--- config.mk ---
export PLATFORM = sky130hd
export DESIGN_NAME = textdisp_console
export DESIGN_NICKNAME = d
export VERILOG_FILES = /design/src/rtl/textdisp_console.sv
export SDC_FILE = /design/constraint.sdc
export NUM_CORES = 1
export LEC_CHECK = 0
export ABC_AREA = 1
export BUFFER_PORTS_ARGS = -buffer_cell sky130_fd_sc_hd__clkbuf_2
export CORE_AREA = 5 5 174 176
export DETAILED_ROUTE_END_ITERATION = 8
export DIE_AREA = 0 0 179 181
export GPL_ROUTABILITY_DRIVEN = 0
export PLACE_DENSITY = 0.45
export REMOVE_ABC_BUFFERS = 1
export SYNTH_ARGS = -nofsm -noshare
export SYNTH_HDL_FRONTEND = slang
export SYNTH_SLANG_ARGS = --single-unit
--- constraint.sdc ---
create_clock -name wclk -period 5.7 [get_ports wclk]
set_input_delay 1.71 -clock wclk [delete_from_list [all_inputs] [get_ports wclk]]
set_output_delay 1.71 -clock wclk [all_outputs]
set_load 0.05 [all_outputs]
--- src/rtl/textdisp_console.sv ---
// Console sequencer for the text display: buffers PUTC/SETXY/CLEAR commands,
// tracks the cursor and emits one registered character write per cycle.
module textdisp_console #(
  parameter int COLS       = 32,
  parameter int ROWS       = 28,
  parameter int FIFO_DEPTH = 8
) (
  input  logic        wclk,
  input  logic        reset,
  input  logic        cmd_valid,
  output logic        cmd_ready,
  input  logic [1:0]  cmd_op,
  input  logic [15:0] cmd_data,
  output logic [3:0]  char_we,
  output logic [31:0] char_di,
  output logic [4:0]  cursor_x,
  output logic [4:0]  cursor_y,
  output logic        busy
);

  localparam int AW = $clog2(FIFO_DEPTH);
  localparam logic [AW:0] DEPTH_C = (AW+1)'(FIFO_DEPTH);
  localparam logic [4:0] XMAX = 5'(COLS - 1);
  localparam logic [4:0] YMAX = 5'(ROWS - 1);

  localparam logic [1:0] OP_PUTC  = 2'd0;
  localparam logic [1:0] OP_SETXY = 2'd1;
  localparam logic [1:0] OP_CLEAR = 2'd2;

  typedef enum logic {
    S_IDLE,
    S_CLEAR
  } state_t;

  state_t state_q, state_d;

  logic [17:0]   mem_q [FIFO_DEPTH];
  logic [AW-1:0] wp_q, wp_d;
  logic [AW-1:0] rp_q, rp_d;
  logic [AW:0]   cnt_q, cnt_d;

  logic        full, empty, push, pop;
  logic [1:0]  h_op;
  logic [15:0] h_data;
  logic [7:0]  h_ch;
  logic        unused_hi;

  logic        we_q, we_d;
  logic [31:0] di_q, di_d;
  logic [4:0]  cx_q, cx_d;
  logic [4:0]  cy_q, cy_d;
  logic [4:0]  fx_q, fx_d;
  logic [4:0]  fy_q, fy_d;
  logic [6:0]  fch_q, fch_d;

  function automatic logic [4:0] y_inc(input logic [4:0] y);
    return (y == YMAX) ? 5'd0 : y + 5'd1;
  endfunction

  function automatic logic [31:0] pack(
    input logic [4:0] x,
    input logic [4:0] y,
    input logic [6:0] ch
  );
    return {11'b0, x, 3'b0, y, 1'b0, ch};
  endfunction

  assign full      = (cnt_q == DEPTH_C);
  assign empty     = (cnt_q == '0);
  assign cmd_ready = !full;
  assign push      = cmd_valid && !full;
  assign pop       = (state_q == S_IDLE) && !empty;

  assign {h_op, h_data} = mem_q[rp_q];
  assign h_ch      = h_data[7:0];
  assign unused_hi = ^h_data[15:13];

  always_ff @(posedge wclk) begin
    if (push) mem_q[wp_q] <= {cmd_op, cmd_data};
  end

  always_comb begin
    wp_d  = push ? wp_q + 1'b1 : wp_q;
    rp_d  = pop ? rp_q + 1'b1 : rp_q;
    cnt_d = cnt_q;
    unique case ({push, pop})
      2'b10:   cnt_d = cnt_q + 1'b1;
      2'b01:   cnt_d = cnt_q - 1'b1;
      default: cnt_d = cnt_q;
    endcase
  end

  always_comb begin
    state_d = state_q;
    we_d    = 1'b0;
    di_d    = di_q;
    cx_d    = cx_q;
    cy_d    = cy_q;
    fx_d    = fx_q;
    fy_d    = fy_q;
    fch_d   = fch_q;
    unique case (state_q)
      S_IDLE: begin
        if (pop) begin
          unique case (h_op)
            OP_PUTC: begin
              if (h_ch == 8'h0A) begin
                cx_d = 5'd0;
                cy_d = y_inc(cy_q);
              end else if (h_ch == 8'h0D) begin
                cx_d = 5'd0;
              end else if (h_ch == 8'h08) begin
                if (cx_q != 5'd0) cx_d = cx_q - 5'd1;
              end else if (h_ch >= 8'h20) begin
                we_d = 1'b1;
                // non-ASCII bytes show as '?'
                di_d = pack(cx_q, cy_q, h_ch[7] ? 7'h3F : h_ch[6:0]);
                if (cx_q == XMAX) begin
                  cx_d = 5'd0;
                  cy_d = y_inc(cy_q);
                end else begin
                  cx_d = cx_q + 5'd1;
                end
              end
            end
            OP_SETXY: begin
              cx_d = (h_data[4:0] > XMAX) ? XMAX : h_data[4:0];
              cy_d = (h_data[12:8] > YMAX) ? YMAX : h_data[12:8];
            end
            OP_CLEAR: begin
              fch_d   = h_data[6:0];
              fx_d    = 5'd0;
              fy_d    = 5'd0;
              state_d = S_CLEAR;
            end
            default: ;
          endcase
        end
      end
      S_CLEAR: begin
        we_d = 1'b1;
        di_d = pack(fx_q, fy_q, fch_q);
        if (fx_q == XMAX) begin
          fx_d = 5'd0;
          if (fy_q == YMAX) begin
            fy_d    = 5'd0;
            cx_d    = 5'd0;
            cy_d    = 5'd0;
            state_d = S_IDLE;
          end else begin
            fy_d = fy_q + 5'd1;
          end
        end else begin
          fx_d = fx_q + 5'd1;
        end
      end
      default: state_d = S_IDLE;
    endcase
  end

  always_ff @(posedge wclk or posedge reset) begin
    if (reset) begin
      state_q <= S_IDLE;
      wp_q    <= '0;
      rp_q    <= '0;
      cnt_q   <= '0;
      we_q    <= 1'b0;
      di_q    <= '0;
      cx_q    <= '0;
      cy_q    <= '0;
      fx_q    <= '0;
      fy_q    <= '0;
      fch_q   <= '0;
    end else begin
      state_q <= state_d;
      wp_q    <= wp_d;
      rp_q    <= rp_d;
      cnt_q   <= cnt_d;
      we_q    <= we_d;
      di_q    <= di_d;
      cx_q    <= cx_d;
      cy_q    <= cy_d;
      fx_q    <= fx_d;
      fy_q    <= fy_d;
      fch_q   <= fch_d;
    end
  end

  assign char_we  = {4{we_q}};
  assign char_di  = di_q;
  assign cursor_x = cx_q;
  assign cursor_y = cy_q;
  assign busy     = !empty || (state_q != S_IDLE) || we_q;

endmodule

==> flow_summary.toml <==
[pwr]
p_int_mw = 2.37
sw_frac_of_total_pct = 31.2
p_sw_mw = 1.08
ir_worst_vdd_uv = 149
p_comb_share_pct = 18.2
clockPowerShare_pct = 33.7
p_leak_nw = 4.14
p_per_area_nw_per_um2 = 361
pwr-share-seq_pct = 48.1

[setup_path]
r2r-start = "rp_q[0]"
r2r-end = "char_di[12]"
critPathSlowestCell = "dfrtp_1"
regToRegSetupSlack_ps = 2740
worstPathMaxFanout = 4
cp-end-kind = "output port"
crit_path_cell_trace = "nor2_1 -> nand3_1 -> nor2_1 -> nand2_1 -> clkbuf_2"
crit_required_ps = 3990
crit_top_cell = "nor2_1"
crit_type = "reg -> out"
reg2reg_depth = 11
start_kind = "register"
crit_arrival_ps = 1820
critical_path.max_stage_delay_ps = 420

[worst_hold_path]
whs_endpoint = "char_di[2]"
min_from = "char_di[2]"
min_path_cells = 2
hold_path.class = "reg -> reg"

[detailed_routing]
vias = 5700
wl_per_cell_um = 14.6
drtPass1Iterations = 5
dr.first_iter.drc_count = 239
wl_mm = 19.3
vias_per_cell = 4.32
drc = 0
ant_nets = 0

[sta]
tns_ps = 0
finClkSkew_ps = 10.7
rsz0062_at_grt = "false"
maxSlewViolCount = 0
finalSetupViolations = 0
fin_crit_ps = 3530
timing.final.crit_share_pct = 61.9
holdWs_ps = 486
slew_headroom_pct = 50.4
max_slew.worst_pin.slew_ps = 745
fmax_ghz = 0.283
hold_violations = 0

[floorplanning]
initial_core_util_pct = 29.6
core_um2 = 28500
io_pins = 69
die_h_um = 181
rows = 62
die_x_um = 179
fp.dieArea_um2 = 32400

[yosys]
synthMuxAreaShare_pct = 0
synth_top_area_cell = "edfxtp_1"
ys_seq_area_share_pct = 59.3
synth_edf_count = 120
synthTopCellsByCount = "219 x nand2_1, 120 x edfxtp_1, 96 x nor2_1"
yosysWarnings = 0
synth_most_common_cell = "nand2_1"
yosys-top-cells-area = "edfxtp_1 43%, dfrtp_1 17%, nand2_1 9.7%"
synth_top_family_by_area = "simple AND/OR/NAND/NOR gates"
synth_area_um2 = 8440
synthAdderAreaFrac_pct = 2.02
yosysTopAreaCellShare_pct = 42.7
synth_compound_area_share_pct = 7.53
ys.flop_type = "edfxtp_1"
yosys.area_share.simple_pct = 21.2
ys_seq_elements = 176
synth_cell_types = 42
synth_xor_area_share_pct = 1.35
avgSynthCellArea_um2 = 9.61
netlist_instances = 878
synthArstFlopShare_pct = 31.8

[finish]
drive_above_1_share_pct = 14.6
fin_nets = 958
area_growth_pct = 13.4
diodes = 0

[clocking]
cts_tree = "done"
path_clk_slew_ps = 70
cts.sinks = 176
cts_max_level = 4
worstSkewPairLatency_ps = 430
cts_resized = 0
cts_root_buf = "clkbuf_16"
clock_path_buffers = 2
holdBufCountCts = 0
post_cts_buffers = 0
cts_made_buffers = 17

[grt]
antenna_found_initial = 0
grt_pass1_wl_mm = 31.0
grt_use_total_pct = 12.4
grt_max_degree = 57
grt_pass1_vias = 5508
grt_overflow = 0

[status]
status = "finished, final reports clean"

[run]
drv_cap = 0

[place]
io_buffers = 50
dp_hpwl_mm = 12.3
-- logic make-up (layout without fill, tap and decap cells) --
| group | Yosys count | count (layout) |
|---|---|---|
| buffers and inverters | 147 | 191 |
| AND/OR/NAND/NOR | 413 | 413 |
| flip-flops | 176 | 176 |
| adder cells (fa/ha/maj) | 13 | 13 |
| AO/OA/AOI/OAI | 115 | 115 |
| XOR/XNOR | 13 | 13 |
| other | 1 | 15 |
-- registers in the layout, indices dropped and copies added (netlist names) --
register and flops:
wp_q 3, cursor_y 5, cnt_q 4, we_q 1, rp_q 3, cursor_x 5, fx_q 5, char_di 17
fch_q 7, state_q 1, fy_q 5, mem_q 120
-- per-layer routing --
metal  GRT usage (%)  vias to the layer above  part of all wire [%]
li1                -                     2950                     -
met1            16.5                     2642                    48
met2            20.4                       93                    47
met3            2.57                       15                   3.8
met4            3.32                        0                   1.1
met5               0                        -                     0
-- worst max-delay path: cells and delay by family (launching register included) --
kind / cells / cell delay (ps)
simple gates: 4 / 730
flops: 1 / 420
buf+inv: 1 / 240
-- metrics by stage --
stage	area [µm²]	utilization, %	setup WS [ps]	std cells	total power [mW]
after floorplan	8140	-	2000	841	2.13
after global routing	9560	33.6	2010	1320	3.65
after detailed placement	8970	31.5	2310	1289	2.33
final	9560	33.6	2170	1320	3.45
after global placement	8970	31.5	2320	1289	2.32
after CTS	9560	33.6	2110	1320	3.51
-- power groups by stage --
stage | clock (mW) | sequential (mW) | combinational (mW)
floorplan | 0 | 1.77 | 0.361
global placement | 0 | 1.69 | 0.633
detailed placement | 0 | 1.69 | 0.642
CTS | 1.20 | 1.67 | 0.644
global route | 1.26 | 1.69 | 0.709
finish | 1.16 | 1.66 | 0.627
-- area by class of cell --
class	instances	area [µm²]
Fill cell	2979	18900
Sequential cell	176	5010
Multi-Input combinational cell	569	2770
Tap cell	384	480
Clock buffer	17	425
Inverter	96	365
Timing Repair Buffer	64	355
Clock inverter	14	163
-- cell usage in the layout, fill, tap and decap left out, types with 2 or more instances in the layout --
master,synthesis,layout
dfrtp_2,0,2
inv_2,9,10
inv_1,84,83
ha_1,12,12
nor3_1,3,3
xnor2_1,4,4
o22ai_1,15,15
dfrtp_1,56,54
o21ai_0,57,57
clkinv_4,0,2
clkbuf_2,0,50
o21ai_1,15,15
xor2_1,9,9
nand2_1,219,219
nand3_2,2,2
conb_1,1,15
nand2_2,10,10
edfxtp_1,120,120
nand3_1,66,66
a31oi_1,13,13
nand2_4,6,6
a21oi_1,9,9
nor2_1,96,96
buf_4,24,14
nor2_4,3,3
inv_6,0,4
inv_8,0,5
inv_4,2,2
nor2_2,2,2
clkbuf_16,0,17
-- how the worst max path moves through the flow --
stage | startpoint | endpoint | slack, ps
finish | cnt_q[1] | busy | 2170
global route | cnt_q[1] | busy | 2010
CTS | cnt_q[1] | busy | 2110
detailed placement | cmd_valid | cnt_q[3] | 2310
global placement | cmd_valid | cnt_q[3] | 2320
floorplan | we_q | busy | 2000
No activity file was read; power rests on OpenSTA's default activity.
